$ cat src/rtl/bcd_pkg.sv
// Shared BCD types: digit typedef, largest legal digit value and subtractor FSM states.
package bcd_pkg;

    typedef logic [3:0] bcd_digit_t;

    localparam bcd_digit_t BCD_MAX = 4'd9;

    typedef enum logic [1:0] {
        IDLE = 2'd0,
        RUN  = 2'd1,
        DONE = 2'd2
    } state_t;

endpackage

$ cat src/rtl/bcd_serial_subtractor_if.sv
// Operand/result bundle for the serial BCD subtractor; slave = subtractor, master = requester.
interface bcd_serial_subtractor_if #(
    parameter int DIGITS = 4
) ();

    logic                  start;
    logic [4*DIGITS-1:0]   A;
    logic [4*DIGITS-1:0]   B;
    logic                  bin;
    logic                  ready;
    logic                  done;
    logic [4*DIGITS-1:0]   Diff;
    logic                  bout;
    logic                  err;

    modport master (
        output start, A, B, bin,
        input  ready, done, Diff, bout, err
    );

    modport slave (
        input  start, A, B, bin,
        output ready, done, Diff, bout, err
    );

endinterface

$ cat src/rtl/bcd_digit_sub.sv
// Single-digit BCD subtract with borrow: d = a - b - br_in, wrapped by +10 when negative.
// Purely combinational; no state, no backpressure.
import bcd_pkg::*;

module bcd_digit_sub (
    input  bcd_digit_t a,
    input  bcd_digit_t b,
    input  logic       br_in,
    output bcd_digit_t d,
    output logic       br_out
);

    logic [4:0] t;

    // 5-bit two's complement covers -16..15, so bit 4 is the sign even for illegal digits
    always_comb begin
        t      = {1'b0, a} - {1'b0, b} - {4'b0000, br_in};
        br_out = t[4];
        d      = t[4] ? (t[3:0] + 4'd10) : t[3:0];
    end

endmodule

$ cat src/rtl/bcd_serial_subtractor.sv
// Serial packed-BCD subtractor, one digit per cycle LSD first; err check under BCD_SUB_ERR_CHECK_EN.
// Latency DIGITS+1 cycles from accepted start to the done pulse.
// ready is low only while running; start is ignored then.
import bcd_pkg::*;

module bcd_serial_subtractor #(
    parameter int DIGITS = 4
) (
    input  logic                     clk,
    input  logic                     rst_n,
    bcd_serial_subtractor_if.slave   io
);

    localparam int             W    = 4 * DIGITS;
    localparam int             IW   = (DIGITS > 1) ? $clog2(DIGITS) : 1;
    localparam logic [IW-1:0]  LAST = IW'(DIGITS - 1);

    state_t          state_q, state_d;
    logic [IW-1:0]   idx_q,   idx_d;
    logic            br_q,    br_d;
    logic [W-1:0]    a_q,     a_d;
    logic [W-1:0]    b_q,     b_d;
    logic [W-1:0]    acc_q,   acc_d;
    logic [W-1:0]    diff_q,  diff_d;
    logic            bout_q,  bout_d;

    logic            capture;
    bcd_digit_t      a_dig, b_dig, d_dig;
    logic            br_out;

    assign capture = (state_q != RUN) && io.start;
    assign a_dig   = a_q[{idx_q, 2'b00} +: 4];
    assign b_dig   = b_q[{idx_q, 2'b00} +: 4];

    bcd_digit_sub u_digit (
        .a      (a_dig),
        .b      (b_dig),
        .br_in  (br_q),
        .d      (d_dig),
        .br_out (br_out)
    );

    always_comb begin
        state_d = state_q;
        idx_d   = idx_q;
        br_d    = br_q;
        a_d     = a_q;
        b_d     = b_q;
        acc_d   = acc_q;
        diff_d  = diff_q;
        bout_d  = bout_q;

        if (capture) begin
            state_d = RUN;
            idx_d   = '0;
            br_d    = io.bin;
            a_d     = io.A;
            b_d     = io.B;
            acc_d   = '0;
        end else begin
            case (state_q)
                RUN: begin
                    acc_d[{idx_q, 2'b00} +: 4] = d_dig;
                    br_d                       = br_out;
                    if (idx_q == LAST) begin
                        // Publish only on completion so Diff never shows a partial result
                        state_d = DONE;
                        diff_d  = acc_d;
                        bout_d  = br_out;
                    end else begin
                        idx_d = idx_q + IW'(1);
                    end
                end
                DONE:    state_d = IDLE;
                default: state_d = IDLE;
            endcase
        end
    end

    always_ff @(posedge clk or negedge rst_n) begin
        if (!rst_n) begin
            state_q <= IDLE;
            idx_q   <= '0;
            br_q    <= 1'b0;
            a_q     <= '0;
            b_q     <= '0;
            acc_q   <= '0;
            diff_q  <= '0;
            bout_q  <= 1'b0;
        end else begin
            state_q <= state_d;
            idx_q   <= idx_d;
            br_q    <= br_d;
            a_q     <= a_d;
            b_q     <= b_d;
            acc_q   <= acc_d;
            diff_q  <= diff_d;
            bout_q  <= bout_d;
        end
    end

`ifdef BCD_SUB_ERR_CHECK_EN
    logic bad_digit;
    logic err_q, err_d;

    always_comb begin
        bad_digit = 1'b0;
        for (int i = 0; i < DIGITS; i++) begin
            if ((io.A[4*i +: 4] > BCD_MAX) || (io.B[4*i +: 4] > BCD_MAX)) begin
                bad_digit = 1'b1;
            end
        end
        err_d = capture ? bad_digit : err_q;
    end

    always_ff @(posedge clk or negedge rst_n) begin
        if (!rst_n) begin
            err_q <= 1'b0;
        end else begin
            err_q <= err_d;
        end
    end

    assign io.err = err_q;
`else
    assign io.err = 1'b0;
`endif

    assign io.ready = (state_q != RUN);
    assign io.done  = (state_q == DONE);
    assign io.Diff  = diff_q;
    assign io.bout  = bout_q;

endmodule

$ cat src/flat_wrapper.sv
// flat-port wrapper written by rule: the top's interface ports become plain ports
module bcd_serial_subtractor_flat 
#(
    parameter int DIGITS = 4
)
  (clk, rst_n, io_start, io_A, io_B, io_bin, io_ready, io_done, io_Diff, io_bout, io_err);
  bcd_serial_subtractor_if #(.DIGITS(DIGITS)) io_i ();
  input  logic clk;
  input  logic rst_n;
  input wire logic [$bits(io_i.start)-1:0] io_start;
  input wire logic [$bits(io_i.A)-1:0] io_A;
  input wire logic [$bits(io_i.B)-1:0] io_B;
  input wire logic [$bits(io_i.bin)-1:0] io_bin;
  output wire logic [$bits(io_i.ready)-1:0] io_ready;
  output wire logic [$bits(io_i.done)-1:0] io_done;
  output wire logic [$bits(io_i.Diff)-1:0] io_Diff;
  output wire logic [$bits(io_i.bout)-1:0] io_bout;
  output wire logic [$bits(io_i.err)-1:0] io_err;
  assign io_i.start = io_start;
  assign io_i.A = io_A;
  assign io_i.B = io_B;
  assign io_i.bin = io_bin;
  assign io_ready = io_i.ready;
  assign io_done = io_i.done;
  assign io_Diff = io_i.Diff;
  assign io_bout = io_i.bout;
  assign io_err = io_i.err;
  bcd_serial_subtractor #(.DIGITS(DIGITS)) u_core (.clk(clk), .rst_n(rst_n), .io(io_i));
endmodule
$ cat config.mk
export PLATFORM = sky130hd
export DESIGN_NAME = bcd_serial_subtractor_flat
export DESIGN_NICKNAME = d
export VERILOG_FILES = /design/src/rtl/bcd_pkg.sv /design/src/rtl/bcd_serial_subtractor_if.sv /design/src/rtl/bcd_digit_sub.sv /design/src/rtl/bcd_serial_subtractor.sv /design/src/flat_wrapper.sv
export SDC_FILE = /design/constraint.sdc
export NUM_CORES = 1
export LEC_CHECK = 0
export BUFFER_PORTS_ARGS = -buffer_cell sky130_fd_sc_hd__clkbuf_2
export CORE_MARGIN = 1
export CORE_UTILIZATION = 35
export DETAILED_ROUTE_END_ITERATION = 10
export GPL_ROUTABILITY_DRIVEN = 0
export HOLD_SLACK_MARGIN = 0.08
export SKIP_LAST_GASP = 1
export SLEW_MARGIN = 25
export SYNTH_ARGS = -nofsm -noshare
export SYNTH_HDL_FRONTEND = slang
export SYNTH_SLANG_ARGS = --single-unit
$ cat constraint.sdc
create_clock -name clk -period 3.28 [get_ports clk]
set_input_delay 0.82 -clock clk [delete_from_list [all_inputs] [get_ports clk]]
set_output_delay 0.82 -clock clk [all_outputs]
set_load 0.02 [all_outputs]
==> metrics, run 1 <==
core area 9420 µm²; CTS buffer count 9; worst reg2reg startpoint u_core.idx_q[0]$_DFFE_PN0P_; Seq/Total Area, Yosys 50.7%; RSZ-0062 raised after global routing yes; Seq cells post-synth 70; drt via density 4.96; # hold bufs at CTS 0; min Tclk post-route 3.12 ns; worst reg-to-reg path cell count 10; Synth top area share 50.7%; Tcrit/Tclk final 95.2%; Pre-antenna DRT Iters 4; total number of vias 2409; Top Usage Layer GRT met2; Crit Path Class register to register; wire per inst 14.9 µm; Syn Nets 336; routed wire length 7240 µm; initial antenna violation count 0; Net count, final 402; fmax 320 MHz; Post-Synthesis Cells 287; Synth cell types 41; CP arrival 3.36 ns; clock buffer depth 2; Max transition margin 49.4%; YS warnings 0; met3 usage 4.14%; setup bufs post-CTS 0; critical path's most frequent cell ha_1; FF-to-FF setup slack 0.16 ns; Post-DRT Antenna Nets 0; max cap viols 0; Fin. Hold Viols 0; number of inserted diodes 0; DRC Markers 0; first-pass GRT wire length 12200 µm; Clock Latency Late Sink 0.35 ns; end of the critical path u_core.acc_q[11]$_DFFE_PN0P_; vias in the first global route 2440; Least-Margin Pin Slew 0.758 ns; Pins Over Slew Limit 0; Mapped Area 3450 µm²; Row Count 35; total die area 10300 µm²; CTS tree built; met1 Use GR 20.2%; cells along the critical path buf_4 > mux4_2 > ha_1 > inv_1 > ha_1 > a21boi_0 > o221a_2 > or2_1 > xnor2_2 > a32o_1; H-tree levels 3; cells taking the most area after synthesis dfrtp_1, mux2_2, mux4_2, ha_1, nor2_1; crit path launch u_core.idx_q[0]$_DFFE_PN0P_; Clock Skew 0.0109 ns; die height 101 µm; slowest CP cell mux4_2; I/O Pins 56; met2 Use GR 25.1%; clock sink count 70; Critical Path End Type register; total grt overflow 0; I/O Buffers 54; DRT iter0 DRCs 67; Slowest Stage Delay on Critical Path 0.51 ns; share of layout cells above drive strength 1 38.7%; Startpoint Class register; RR Endpoint u_core.acc_q[11]$_DFFE_PN0P_; syn_area_per_cell 12.0 µm²; clock root buffer clkbuf_8; worst hold margin 0.486 ns; Starting Density 36.7%; Reg clk slew, reported paths 0.07 ns; GRT Total Usage 15.7%; Required @ worst endpoint 3.52 ns; die width 101 µm; CP Max Fanout 9; largest net degree at the start of global routing 40; area leader, netlist dfrtp_1; Post-DP HPWL 5440 µm; outcome complete, no violations; final setup fails 0; Hold Path Class register to register; Area growth syn-to-layout 20.7%
[how the worst min path moves through the flow]
stage | from | end | slack [ns] | depth (start not counted)
CTS | u_core.acc_q[0]$_DFFE_PN0P_ | u_core.acc_q[0]$_DFFE_PN0P_ | 0.49 | 1
floorplan | u_core.acc_q[11]$_DFFE_PN0P_ | u_core.acc_q[11]$_DFFE_PN0P_ | 0.46 | 1
global route | u_core.acc_q[4]$_DFFE_PN0P_ | u_core.acc_q[4]$_DFFE_PN0P_ | 0.51 | 1
global placement | u_core.acc_q[0]$_DFFE_PN0P_ | u_core.acc_q[0]$_DFFE_PN0P_ | 0.47 | 1
detailed placement | u_core.acc_q[12]$_DFFE_PN0P_ | u_core.acc_q[12]$_DFFE_PN0P_ | 0.48 | 1
finish | u_core.acc_q[0]$_DFFE_PN0P_ | u_core.acc_q[0]$_DFFE_PN0P_ | 0.49 | 1
[per-layer routing]
| metal | vias up | part of all wire (%) |
|---|---|---|
| met5 | - | 0 |
| met3 | 11 | 4.3 |
| met1 | 1181 | 46 |
| met2 | 51 | 48 |
| li1 | 1166 | - |
| met4 | 0 | 1.8 |
[sequential cells by signal, indices dropped and copies added, names as in the netlist]
name / cells
u_core.a_q: 16
u_core.acc_q: 16
u_core.b_q: 16
u_core.io.Diff: 16
u_core.idx_q: 2
u_core.state_q: 2
u_core.br_q: 1
u_core.io.bout: 1
[cells by family (layout without fill, tap and decap cells)]
group | Yosys count | count (layout) | synth area share (%)
and+or+nand+nor | 71 | 71 | 10.7
DFF | 70 | 70 | 50.7
AOI/OAI and AO/OA | 53 | 53 | 11.6
muxes | 40 | 40 | 15.6
buffers and inverters | 34 | 104 | 4.09
adders and majority gates | 13 | 13 | 5.14
xor gates and xnor gates | 5 | 5 | 2.03
other | 1 | 1 | 0.109
[what timing repair did]
action,in CTS,in global routing
endpoints found under the setup margin,4,19
resized for setup,1,5
hold endpoints to repair,0,0
[through the flow]
step	instance area (µm²)	TNS, ns	setup WS [ns]	utilization [%]	std cells
floorplan	3460	0	0.0534	-	287
global placement	3950	0	0.0658	42.0	471
detailed placement	3950	-0.0536	-0.0211	42.0	471
CTS	4140	0	0.0681	44.0	486
global route	4170	-0.000871	-0.000871	44.3	486
finish	4170	0	0.158	44.3	486
[cells in the final DEF (no fill, tap or decap), types with 2 or more instances in the layout]
cell	instances
a221oi_1	4
ha_1	11
xnor2_1	2
a21oi_1	19
buf_4	16
mux2_2	32
clkbuf_8	9
nor2b_1	6
nor4b_2	2
inv_1	18
clkbuf_2	53
mux4_2	8
nand3_1	4
dfrtp_1	69
a32o_1	8
or3_1	4
nor3_1	3
nand2_1	10
o21ai_0	3
and2_1	4
nor2_1	26
clkinvlp_4	3
a221oi_2	4
nand4_1	4
a22o_1	8
and3_1	3
[final cells by class]
type | instances | area, µm²
flip-flops and latches | 70 | 1750
clock buffers | 10 | 128
repair buffers | 71 | 410
well taps | 129 | 161
multi-input cells | 183 | 1590
fillers | 918 | 5250
inverters | 18 | 67.6
clock inverters | 5 | 61.3
[cells in the mapped netlist (all sizes together)]
| master | number |
|---|---|
| inv | 18 |
| clkbuf | 6 |
| o221a | 1 |
| buf | 10 |
| nor4 | 1 |
| ha | 11 |
| nor2b | 6 |
| xnor2 | 4 |
| a221oi | 8 |
| mux2 | 32 |
| o21ai | 3 |
| nand3 | 4 |
| a22o | 8 |
| and3 | 3 |
| mux4 | 8 |
| nor2 | 26 |
| a21oi | 20 |
| or3 | 4 |
| nor3b | 1 |
| conb | 1 |
| nor3 | 3 |
| dfrtp | 70 |
| nand4 | 4 |
| a32o | 8 |
| o211ai | 1 |
| or2 | 2 |
| nand2b | 1 |
| a32oi | 1 |
| nand2 | 10 |
| o31ai | 1 |
| a21boi | 1 |
| o211a | 1 |
| and2 | 4 |
| nor4b | 2 |
| fa | 2 |
| xor2 | 1 |
[worst max-delay path, delay by kind of cell, from the launching register on]
| kind | cells | cell delay, ns |
|---|---|---|
| multiplexers | 1 | 0.51 |
| XOR/XNOR | 1 | 0.22 |
| AO/OA/AOI/OAI | 3 | 0.71 |
| flip-flops | 1 | 0.41 |
| AND/OR/NAND/NOR | 1 | 0.35 |
| adder cells (fa/ha/maj) | 2 | 0.59 |
| buffers and inverters | 2 | 0.24 |
Power of run 1 is not shown: default switching activity piles up to over one toggle a cycle in this logic, so the estimate is an artifact.
==> run 2: changes to the inputs <==
Settings changed: REMOVE_ABC_BUFFERS from default to 1.
==> run 2 against run 1 <==
Against the previous run: first-iteration DRC count increased by 30%; global-route usage about the same; setup slack got worse by 0.0044 ns; sequential cell count did not move; fmax shrank 0.14%; critical endpoint is now u_core.acc_q[6]$_DFFE_PN0P_; utilization shrank 0.16 points; non-clock buffer count unchanged; design area down 0.36%.
==> metrics, run 2 (same netlist as run 1, synthesis figures left out) <==
routed wire length 7120 µm; Tcrit/Tclk final 95.3%; Fillers 924; Pre-antenna DRT Iters 4; CTS tree built; max cap viols 0; core area 9420 µm²; worst reg-to-reg path cell count 10; Reg clk slew, reported paths 0.07 ns; Required @ worst endpoint 3.52 ns; initial antenna violation count 0; clock buffer depth 2; RSZ-0062 raised after global routing yes; die height 101 µm; Least-Margin Pin Slew 0.770 ns; Clock Latency Late Sink 0.35 ns; vias in the first global route 2513; Area growth syn-to-layout 20.3%; setup bufs post-CTS 0; Clock Skew 0.00674 ns; DRT iter0 DRCs 87; Net count, final 402; I/O Pins 56; worst hold margin 0.486 ns; fmax 320 MHz; Worst Path Buf+Inv 2; min Tclk post-route 3.13 ns; clock root buffer clkbuf_8; total grt overflow 0; Slowest Stage Delay on Critical Path 0.53 ns; Post-DP HPWL 5190 µm; leading cell type in the layout, fill and taps excluded dfrtp_1; H-tree levels 3; GRT Total Usage 15.7%; placed inst area 3950 µm²; largest net degree at the start of global routing 38; post-layout util 44.1%; total number of vias 2456; total die area 10300 µm²; CTS buffer count 9; die width 101 µm; CP arrival 3.36 ns; crit path launch u_core.idx_q[0]$_DFFE_PN0P_; worst reg2reg startpoint u_core.idx_q[0]$_DFFE_PN0P_; end of the critical path u_core.acc_q[6]$_DFFE_PN0P_; share of layout cells above drive strength 1 39.1%; number of inserted diodes 0; slowest CP cell mux4_2; Max transition margin 48.7%; leading cell types in the layout, fill and taps excluded dfrtp_1, clkbuf_2, mux2_2, nor2_1, a21oi_1; outcome complete, no violations; Post-DRT Antenna Nets 0; first-pass GRT wire length 12200 µm; Startpoint Class register; drt via density 5.04; RR Endpoint u_core.acc_q[6]$_DFFE_PN0P_; final setup fails 0; Row Count 35; DRC Markers 0; top cell family by delay on the critical path adder cells; # hold bufs at CTS 0; Pins Over Slew Limit 0; wire per inst 14.6 µm; CP Depth 10; FF-to-FF setup slack 0.15 ns; cells along the critical path mux4_2 > fa_1 > inv_1 > fa_1 > inv_1 > ha_1 > a21oi_1 > o211ai_1 > and2_1 > a22o_1; CP Max Fanout 4; Crit Path Class register to register; clock sink count 70; design area 4160 µm²; Hold Path Class register to register; Fin. Hold Viols 0; I/O Buffers 54; Starting Density 36.7%; Critical Path End Type register
-- run 2: routing by layer --
| layer | GRT usage [%] | vias to the layer above | part of all wire [%] |
|---|---|---|---|
| li1 | - | 1170 | - |
| met1 | 20.4 | 1220 | 47 |
| met2 | 24.2 | 57 | 48 |
| met3 | 4.76 | 9 | 4.6 |
| met4 | 6.91 | 0 | 1.3 |
| met5 | 0 | - | 0 |
-- run 2: final cells by class --
type | instances | area [µm²] | share of cell area (%)
clock buffer | 10 | 128 | 3.07
clock inverter | 6 | 38.8 | 0.933
sequential | 70 | 1750 | 42.2
multi-input combinational | 183 | 1600 | 38.4
timing repair buffer | 71 | 410 | 9.88
inverter | 18 | 67.6 | 1.63
tap | 129 | 161 | 3.88
-- run 2: worst min-delay path by stage --
stage	end	cells past startpoint	slack (ns)	from
6_report	u_core.acc_q[8]$_DFFE_PN0P_	1	0.49	u_core.acc_q[8]$_DFFE_PN0P_
5_1_grt	u_core.acc_q[15]$_DFFE_PN0P_	1	0.50	u_core.acc_q[15]$_DFFE_PN0P_
4_1_cts	u_core.acc_q[8]$_DFFE_PN0P_	1	0.49	u_core.acc_q[8]$_DFFE_PN0P_
3_5_place_dp	u_core.acc_q[8]$_DFFE_PN0P_	1	0.47	u_core.acc_q[8]$_DFFE_PN0P_
3_3_place_gp	u_core.acc_q[12]$_DFFE_PN0P_	1	0.47	u_core.acc_q[12]$_DFFE_PN0P_
2_1_floorplan	u_core.acc_q[11]$_DFFE_PN0P_	1	0.46	u_core.acc_q[11]$_DFFE_PN0P_
-- run 2: stage by stage --
stage               TNS, ns  setup WS [ns]  instances
floorplan             -1.43         -0.192        271
global placement          0         0.0168        471
detailed placement   -0.504        -0.0976        471
CTS                       0        0.00620        487
global route        -0.0116        -0.0116        487
finish                    0          0.154        487
-- run 2: what timing repair did --
item                                    in CTS  in global routing
endpoints found under the setup margin      12                 16
endpoints found under the hold margin        0                  0
gates cloned                                 0                  0
gates resized for setup                      2                  6
Power of run 2 is left out for the same reason.
